[config.mk]
export PLATFORM = sky130hd
export DESIGN_NAME = idct_coef_mult_pipe
export DESIGN_NICKNAME = d
export VERILOG_FILES = /design/src/rtl/idct_coef_mult_pipe.sv
export SDC_FILE = /design/constraint.sdc
export NUM_CORES = 1
export LEC_CHECK = 0
export CORE_MARGIN = 3
export CORE_UTILIZATION = 55
export DETAILED_ROUTE_END_ITERATION = 12
export MAX_ROUTING_LAYER = met4
export PLACE_DENSITY = 0.87
export SKIP_CTS_REPAIR_TIMING = 1
export SLEW_MARGIN = 30
export SYNTH_ARGS = -nofsm -noshare
export SYNTH_HDL_FRONTEND = slang
export SYNTH_SLANG_ARGS = --single-unit
export TNS_END_PERCENT = 30
[constraint.sdc]
create_clock -name clk -period 3.2 [get_ports clk]
set_input_delay 0.64 -clock clk [delete_from_list [all_inputs] [get_ports clk]]
set_output_delay 0.64 -clock clk [all_outputs]
set_load 0.05 [all_outputs]
[src/rtl/idct_coef_mult_pipe.sv]
// idct_coef_mult_pipe: three-stage shift-add multiplier pair for the IDCT cosine coefficients.
// Define IDCT_MULT_SAT_EN to saturate (instead of wrap) when reducing the result to OW bits.
module idct_coef_mult_pipe #(
  parameter int DW    = 12,
  parameter int OW    = DW + 12,
  parameter int SHIFT = 0
) (
  input  logic                 clk,
  input  logic                 reset_n,
  input  logic                 in_valid,
  output logic                 in_ready,
  input  logic signed [DW-1:0] in_a,
  input  logic signed [DW-1:0] in_b,
  input  logic [1:0]           code,
  output logic                 out_valid,
  input  logic                 out_ready,
  output logic signed [OW-1:0] out_a,
  output logic signed [OW-1:0] out_b,
  output logic [1:0]           out_code,
  output logic                 busy
);

  localparam int PW = DW + 12;
  localparam int NT = 6;

  // Shift amount per code and term slot: -1 = empty slot, -2 = rounding constant 128.
  localparam int SH_A [4][NT] = '{
    '{ 9,  5,  4,  2,  0, -1},
    '{10,  6,  4,  2, -1, -1},
    '{11,  8,  6,  5,  3, -1},
    '{ 7,  5,  4,  2,  0, -2}};
  localparam int SH_B [4][NT] = '{
    '{11,  9,  8,  4,  3,  0},
    '{11,  9,  6,  5,  4,  2},
    '{10,  9,  6,  3,  0, -1},
    '{ 7,  5,  4,  2,  0, -2}};

`ifdef IDCT_MULT_SAT_EN
  localparam int XW = (OW > PW) ? OW : PW;
  localparam logic signed [XW-1:0] SAT_MAX = {{(XW-OW+1){1'b0}}, {(OW-1){1'b1}}};
  localparam logic signed [XW-1:0] SAT_MIN = {{(XW-OW+1){1'b1}}, {(OW-1){1'b0}}};
`endif

  function automatic logic signed [PW-1:0] term(input logic signed [DW-1:0] x, input int sh);
    logic signed [PW-1:0] xe;
    xe = PW'(x);
    if (sh == -2) term = PW'(128);
    else if (sh < 0) term = '0;
    else term = xe <<< sh;
  endfunction

  function automatic logic signed [OW-1:0] reduce(input logic signed [PW-1:0] v);
`ifdef IDCT_MULT_SAT_EN
    logic signed [XW-1:0] ve;
    ve = XW'(v);
    if (ve > SAT_MAX) reduce = OW'(SAT_MAX);
    else if (ve < SAT_MIN) reduce = OW'(SAT_MIN);
    else reduce = OW'(ve);
`else
    reduce = OW'(v);
`endif
  endfunction

  logic en;

  // Candidate terms for every code, built from constant shifts; the code only steers a mux.
  logic signed [PW-1:0] cand_a [4][NT];
  logic signed [PW-1:0] cand_b [4][NT];

  for (genvar gi = 0; gi < NT; gi++) begin : g_slot
    for (genvar gc = 0; gc < 4; gc++) begin : g_code
      assign cand_a[gc][gi] = term(in_a, SH_A[gc][gi]);
      assign cand_b[gc][gi] = term(in_b, SH_B[gc][gi]);
    end
  end

  logic                 s1_valid_q, s1_valid_d;
  logic [1:0]           s1_code_q, s1_code_d;
  logic signed [PW-1:0] s1_ta_q [NT];
  logic signed [PW-1:0] s1_ta_d [NT];
  logic signed [PW-1:0] s1_tb_q [NT];
  logic signed [PW-1:0] s1_tb_d [NT];

  logic                 s2_valid_q, s2_valid_d;
  logic [1:0]           s2_code_q, s2_code_d;
  logic signed [PW-1:0] s2_pa_q [3];
  logic signed [PW-1:0] s2_pa_d [3];
  logic signed [PW-1:0] s2_pb_q [3];
  logic signed [PW-1:0] s2_pb_d [3];

  logic                 out_valid_q, out_valid_d;
  logic [1:0]           out_code_q, out_code_d;
  logic signed [OW-1:0] out_a_q, out_a_d;
  logic signed [OW-1:0] out_b_q, out_b_d;

  logic signed [PW-1:0] sum_a, sum_b, shf_a, shf_b;

  assign en        = ~out_valid_q | out_ready;
  assign in_ready  = en;
  assign out_valid = out_valid_q;
  assign out_a     = out_a_q;
  assign out_b     = out_b_q;
  assign out_code  = out_code_q;
  assign busy      = s1_valid_q | s2_valid_q | out_valid_q;

  always_comb begin
    s1_valid_d = s1_valid_q;
    s1_code_d  = s1_code_q;
    s1_ta_d    = s1_ta_q;
    s1_tb_d    = s1_tb_q;
    if (en) begin
      s1_valid_d = in_valid;
      s1_code_d  = code;
      for (int i = 0; i < NT; i++) begin
        s1_ta_d[i] = cand_a[code][i];
        s1_tb_d[i] = cand_b[code][i];
      end
    end
  end

  always_comb begin
    s2_valid_d = s2_valid_q;
    s2_code_d  = s2_code_q;
    s2_pa_d    = s2_pa_q;
    s2_pb_d    = s2_pb_q;
    if (en) begin
      s2_valid_d = s1_valid_q;
      s2_code_d  = s1_code_q;
      for (int i = 0; i < 3; i++) begin
        s2_pa_d[i] = s1_ta_q[2*i] + s1_ta_q[2*i+1];
        s2_pb_d[i] = s1_tb_q[2*i] + s1_tb_q[2*i+1];
      end
    end
  end

  // Final sum, then mode-dependent shift and OW reduction ahead of the output register.
  always_comb begin
    sum_a = s2_pa_q[0] + s2_pa_q[1] + s2_pa_q[2];
    sum_b = s2_pb_q[0] + s2_pb_q[1] + s2_pb_q[2];
    if (s2_code_q == 2'b11) begin
      shf_a = sum_a >>> 8;
      shf_b = sum_b >>> 8;
    end else begin
      shf_a = sum_a >>> SHIFT;
      shf_b = sum_b >>> SHIFT;
    end
    out_valid_d = out_valid_q;
    out_code_d  = out_code_q;
    out_a_d     = out_a_q;
    out_b_d     = out_b_q;
    if (en) begin
      out_valid_d = s2_valid_q;
      out_code_d  = s2_code_q;
      out_a_d     = reduce(shf_a);
      out_b_d     = reduce(shf_b);
    end
  end

  always_ff @(posedge clk or negedge reset_n) begin
    if (!reset_n) begin
      s1_valid_q  <= 1'b0;
      s1_code_q   <= '0;
      s2_valid_q  <= 1'b0;
      s2_code_q   <= '0;
      out_valid_q <= 1'b0;
      out_code_q  <= '0;
      out_a_q     <= '0;
      out_b_q     <= '0;
      for (int i = 0; i < NT; i++) begin
        s1_ta_q[i] <= '0;
        s1_tb_q[i] <= '0;
      end
      for (int i = 0; i < 3; i++) begin
        s2_pa_q[i] <= '0;
        s2_pb_q[i] <= '0;
      end
    end else begin
      s1_valid_q  <= s1_valid_d;
      s1_code_q   <= s1_code_d;
      s2_valid_q  <= s2_valid_d;
      s2_code_q   <= s2_code_d;
      out_valid_q <= out_valid_d;
      out_code_q  <= out_code_d;
      out_a_q     <= out_a_d;
      out_b_q     <= out_b_d;
      for (int i = 0; i < NT; i++) begin
        s1_ta_q[i] <= s1_ta_d[i];
        s1_tb_q[i] <= s1_tb_d[i];
      end
      for (int i = 0; i < 3; i++) begin
        s2_pa_q[i] <= s2_pa_d[i];
        s2_pb_q[i] <= s2_pb_d[i];
      end
    end
  end

endmodule

==> impl_metrics.json, run 1 <==
{
  "outcome": "finished, violations left",
  "violations": "negative setup slack",
  "start_kind": "flip-flop",
  "critical_path.top_delay_family": "compound AO/OA/AOI/OAI gates",
  "first_pass_iters": 6,
  "routed-via-count": 16900,
  "worstMarginPinSlew_ns": 0.715,
  "place_congestion": 0.912,
  "drc_errors": 0,
  "utilization_pct": 64.5,
  "netlist_instances": 2172,
  "die_y_um": 193,
  "ys_warn_count": 0,
  "start_util_pct": 56.6,
  "dieArea_um2": 37200,
  "drv_slew": 0,
  "multiInputGateArea_um2": 10700,
  "worst_slack_ns": -0.00642,
  "ant_nets": 0,
  "hpwl_mm": 36.2,
  "die-width_um": 193,
  "grt_max_degree": 110,
  "rsz0062_at_grt": "yes",
  "gr-total-overflow": 0,
  "drt-met1-wl_mm": 22.2,
  "drt_iter0_drc": 1624,
  "synth_top_family_by_area": "compound AO/OA/AOI/OAI gates",
  "synth-adder-area-share_pct": 12.5,
  "hold_viol_final": 0,
  "htreeDepth": 2,
  "met3_length_mm": 4.79,
  "wl_mm": 52.3,
  "endpoint_kind": "flip-flop",
  "cts_tree": "yes",
  "drive_gt1_share_pct": 6.55,
  "syn-num-nets": 2368,
  "wire_per_inst_um": 19.4,
  "fmax_mhz": 312,
  "cp.arrival_ns": 3.59,
  "antenna_found_initial": 1,
  "cts.sinks": 321,
  "synth_edf_count": 0,
  "regArea_um2": 8030,
  "crit_fanout": 5,
  "critPathBufInv": 1,
  "post-route-period-util_pct": 100,
  "grt_pass1_wl_mm": 83.9,
  "drv_cap": 0,
  "clkSlewWorstSetupHoldPaths_ns": 0.06,
  "cp.required_ns": 3.58,
  "synthFlopType": "dfrtp_1",
  "synth_xor_area_share_pct": 4.33,
  "synthSimpleGateAreaFrac_pct": 17.2,
  "port_buffers": 82,
  "area_growth_syn_to_layout_pct": 14.0,
  "cts_root_buffer": "clkbuf_16",
  "top_layer": "met4",
  "post-place-ws_ns": -0.0802,
  "crit_path_cell_trace": "fa_1 -> ha_4 -> o211ai_1 -> o211ai_2 -> nand2_2 -> o31a_1 -> a221oi_4 -> mux2i_4 -> buf_4 -> a31oi_1",
  "synth-seq-cells": 321,
  "setup_viol": 3,
  "wl_met2_mm": 23.9,
  "period_minus_slack_ns": 3.21,
  "cts_made_buffers": 34,
  "critical_path_class": "reg -> reg",
  "yosysSeqAreaShare_pct": 41.8,
  "muxShareOfSynthArea_pct": 0.606,
  "via_per_inst": 6.26,
  "hold_path_class": "in -> async",
  "synth_area_per_cell_um2": 8.84,
  "nets": 2418,
  "syn_area_um2": 19200,
  "maxSlewHeadroom_pct": 51.8,
  "worst_path_largest_cell_delay_ns": 0.54,
  "grt_pass1_vias": 16400,
  "fin_skew_ns": 0.0151,
  "clk-insertion-delay-late_ns": 0.52,
  "ioPinCount": 83,
  "nFillCells": 2523,
  "core_um2": 34000,
  "grt_usage_pct": 28.8,
  "tns_ns": -0.0103,
  "synthArstFlopShare_pct": 100,
  "netlist-cell-type-count": 71,
  "synth_compound_area_share_pct": 20.5,
  "rows": 67,
  "clock_path_buffers": 3,
  "slowest_stage": "fa_1"
}
registers in the layout, summed over array words and instances, names as in the netlist:
signal,cells
out_valid,1
out_code,2
s2_code_q,2
s2_valid_q,1
s2_pb_q,60
s2_pa_q,58
out_b,24
s1_tb_q,81
s1_ta_q,65
out_a,24
s1_valid_q,1
s1_code_q,2
layer usage:
layer | global-route usage, % | up-vias
met5 | - | -
met4 | 8.41 | 0
met3 | 5.20 | 136
met2 | 44.2 | 833
met1 | 39.6 | 8207
li1 | - | 7696
cells in the mapped netlist (6+ instances only):
cell      instances  area share (%)
nand2_1         361             7.1
dfrtp_1         321              42
nor2_1          225             4.4
a21oi_1         219             5.7
o21ai_0         198             5.2
ha_1            123             8.0
clkbuf_1         97             1.9
xnor2_1          48             2.2
a21o_1           47             1.8
xor2_1           47             2.1
inv_1            45            0.88
fa_1             43             4.5
a31oi_1          41             1.3
nand3_1          40             1.0
nor3_1           32            0.83
a211oi_1         30             1.2
nor2b_1          26            0.85
o21a_1           23            0.90
nand2b_1         21            0.68
and2_1           14            0.46
o211ai_1         13            0.51
a211o_1          11            0.50
and3_1           10            0.33
buf_1            10            0.20
or3_1            10            0.33
nand4_1           9            0.29
mux2i_1           8            0.42
a22oi_1           6            0.23
a31o_2            6            0.27
nand3b_1          6            0.23
nor3b_1           6            0.23
o31ai_1           6            0.23
path summary, 6_finish.rpt:
path | start | to | slack (ns) | cells after the start
setup / recovery | s2_pb_q[56] | out_b[16] | -0.006 | 10
setup reg to reg | s2_pb_q[56] | out_b[16] | -0.006 | 10
hold reg to reg | s2_pa_q[26] | s2_pa_q[26] | 0.48 | 2
hold / removal | reset_n | s2_pa_q[20] | 0.07 | 1
min in group clk | s2_pa_q[26] | s2_pa_q[26] | 0.48 | 2
max in group asynchronous | reset_n | out_b[21] | 2.21 | 2
layout by cell type (no fill, tap or decap), types with 8 or more instances in the layout:
master,n
inv_1,44
and2_1,14
a21oi_1,218
nor2_1,224
o21a_1,23
nand2b_1,21
dfrtp_1,320
or3_1,10
clkdlybuf4s50_1,78
a31oi_1,41
nand3_1,40
a21o_1,47
buf_12,8
clkbuf_8,8
nand2_1,361
buf_4,36
clkbuf_16,37
xor2_1,47
nor3_1,30
nand4_1,9
nor2b_1,25
o21ai_0,192
and3_1,10
a211o_1,11
o211ai_1,13
xnor2_1,48
fa_1,42
ha_1,119
a211oi_1,27
mux2i_1,8
metrics by stage:
stage	area, um2	std cells	hold slack, ns
floorplan	19200	2172	0.344
global placement	20600	2631	0.450
detailed placement	20600	2631	0.463
CTS	21700	2690	0.0963
global route	21900	2694	0.117
finish	21900	2694	0.0734
layout make-up:
class | instances | share of cell area (%)
clock inverter | 10 | 0.525
antenna | 1 | 0.0114
inverter | 46 | 0.822
clock buffer | 49 | 4.80
timing repair buffer | 124 | 5.62
multi-input combinational | 1695 | 49.0
sequential | 321 | 36.7
tap | 448 | 2.56
worst register-to-register path, cell delays in order, from the launching register on:
cell and delay (ns):
dfrtp_1 0.41, fa_1 0.54, ha_4 0.32, o211ai_1 0.14, o211ai_2 0.30, nand2_2 0.10, o31a_1 0.30, a221oi_4 0.37
mux2i_4 0.35, buf_4 0.16, a31oi_1 0.08
cells by family (layout without fill, tap and decap cells):
kind of cell	count (synthesis)	in the layout
buffers and inverters	156	229
flip-flops	321	321
AND/OR/NAND/NOR	770	770
multiplexers	11	11
AO/OA/AOI/OAI	653	653
adder cells (fa/ha/maj)	166	166
other	0	1
XOR/XNOR	95	95
Power of run 1 is left out: the tool's default activity adds up to more than one toggle a clock period on the data nets, which glitch-free logic cannot reach.
==> run 2, diff against run 1 <==
Settings changed: DONT_BUFFER_PORTS set to 1, PLACE_DENSITY 0.87 to 0.84, TNS_END_PERCENT 30 to 20.
==> run 2 against run 1 <==
- the run ends with negative hold slack left
- critical path type unchanged
- first-iteration DRC count down 4.6%
- via count down 4.6%
- clock-buffer cell count down 3
- highest routed layer unchanged
==> impl_metrics.json, run 2 (synthesized netlist as in run 1, its figures left out) <==
{
  "outcome": "finished, violations left",
  "violations": "negative hold slack",
  "endpoint_kind": "flip-flop",
  "rrSetupSlack_ns": 0.06,
  "crit_fanout": 4,
  "drv_cap": 0,
  "grt_max_degree": 322,
  "period_minus_slack_ns": 3.14,
  "maxSlewHeadroom_pct": 28.8,
  "hold_path_class": "in -> async",
  "grt_usage_pct": 28.2,
  "setup_viol": 0,
  "area_growth_syn_to_layout_pct": 9.52,
  "cts_made_buffers": 35,
  "wire_per_inst_um": 19.4,
  "nets": 2329,
  "holdWs_ns": -0.193,
  "hpwl_mm": 35.2,
  "clock_path_buffers": 3,
  "dieArea_um2": 37200,
  "drc_errors": 0,
  "clkSlewWorstSetupHoldPaths_ns": 0.06,
  "cp.arrival_ns": 3.53,
  "cp.required_ns": 3.59,
  "largest_reg_flops": 81,
  "tns_ns": 0,
  "port_buffers": 0,
  "die_y_um": 193,
  "hold_viol_final": 214,
  "htreeDepth": 2,
  "first_pass_iters": 8,
  "top_regs": "s1_tb_q: 81 flops, s1_ta_q: 65 flops, s2_pb_q: 60 flops",
  "final_common_cell": "nand2_1",
  "core_um2": 34000,
  "regMostFlops": "s1_tb_q",
  "grt_pass1_wl_mm": 82.1,
  "cts_tree": "yes",
  "critical_path.top_delay_family": "compound AO/OA/AOI/OAI gates",
  "slowest_stage": "fa_1",
  "cts.sinks": 321,
  "critPathBufInv": 1,
  "via_per_inst": 6.18,
  "start_kind": "flip-flop",
  "ant_nets": 0,
  "drive_gt1_share_pct": 6.40,
  "critical_path_class": "reg -> reg",
  "grt_pass1_vias": 15800,
  "rows": 67,
  "routed-via-count": 16100,
  "fin_skew_ns": 0.0184,
  "fmax_mhz": 319,
  "rsz0062_at_grt": "yes",
  "worst_path_largest_cell_delay_ns": 0.53,
  "layout_common_cells": "nand2_1 (360), dfrtp_1 (320), nor2_1 (224)",
  "drt_iter0_drc": 1550,
  "drv_slew": 0,
  "gr-total-overflow": 0,
  "place_congestion": 0.890,
  "wl_mm": 50.6,
  "post-route-period-util_pct": 98.0,
  "antenna_found_initial": 0,
  "n_antenna_cell": 0,
  "die-width_um": 193,
  "ioPinCount": 83,
  "cts_root_buffer": "clkbuf_16",
  "clk-insertion-delay-late_ns": 0.53,
  "worstMarginPinSlew_ns": 1.07,
  "start_util_pct": 56.6,
  "crit_path_cell_trace": "fa_1 -> ha_4 -> o211ai_1 -> o211ai_2 -> nand2_2 -> o31a_1 -> a221oi_4 -> mux2i_2 -> buf_4 -> a31oi_1"
}
-- run 2: cell types whose count changed in the layout (fill, tap and decap cells not counted), sizes merged --
cell,previous run,this run
buf,46,34
bufinv,2,5
clkbuf,49,46
clkdlybuf4s50,78,0
clkinv,6,7
diode,1,0
inv,45,46
-- run 2: layer usage --
layer	track usage, %	wire, um	vias up
li1	-	-	7505
met1	39.5	22300	7851
met2	41.8	22200	636
met3	6.36	4920	96
met4	7.45	1110	0
met5	-	0	-
-- run 2: path summary, 6_finish.rpt --
check | depth (start not counted) | start | to
setup / recovery | 10 | s2_pb_q[56] | out_b[19]
setup reg to reg | 10 | s2_pb_q[56] | out_b[19]
max in group asynchronous | 0 | reset_n | s2_pb_q[35]
min in group clk | 2 | in_b[11] | s1_tb_q[46]
hold reg to reg | 2 | s1_code_q[1] | s1_code_q[1]
hold / removal | 0 | reset_n | s1_tb_q[137]
-- run 2: per-stage QoR --
step                      setup WS [ns]  instance area (um2)  instances  utilization, %  hold slack (ns)
after floorplan                   0.137                19200       2172               -            0.344
final                            0.0641                21000       2605            62.0           -0.193
after global routing            -0.0549                21000       2605            62.0           -0.213
after detailed placement        -0.0595                19600       2541            57.9            0.355
after CTS                       -0.0859                20800       2602            61.4           -0.205
after global placement           0.0471                19600       2541            57.9            0.361
-- run 2: cell type report --
type	count	area (um2)
tap	448	561
multi-input combinational	1695	10800
timing repair buffer	34	305
fill	2680	12900
clock buffer	46	968
inverter	46	180
clock inverter	15	230
sequential	321	8030
-- run 2: worst reg2reg max path: stages (launching register included) --
cell      delay [ns]
dfrtp_1         0.39
fa_1            0.53
ha_4            0.31
o211ai_1        0.14
o211ai_2        0.28
nand2_2         0.09
o31a_1          0.30
a221oi_4        0.36
mux2i_2         0.33
buf_4           0.18
a31oi_1         0.08
Power of run 2 is left out for the same reason.
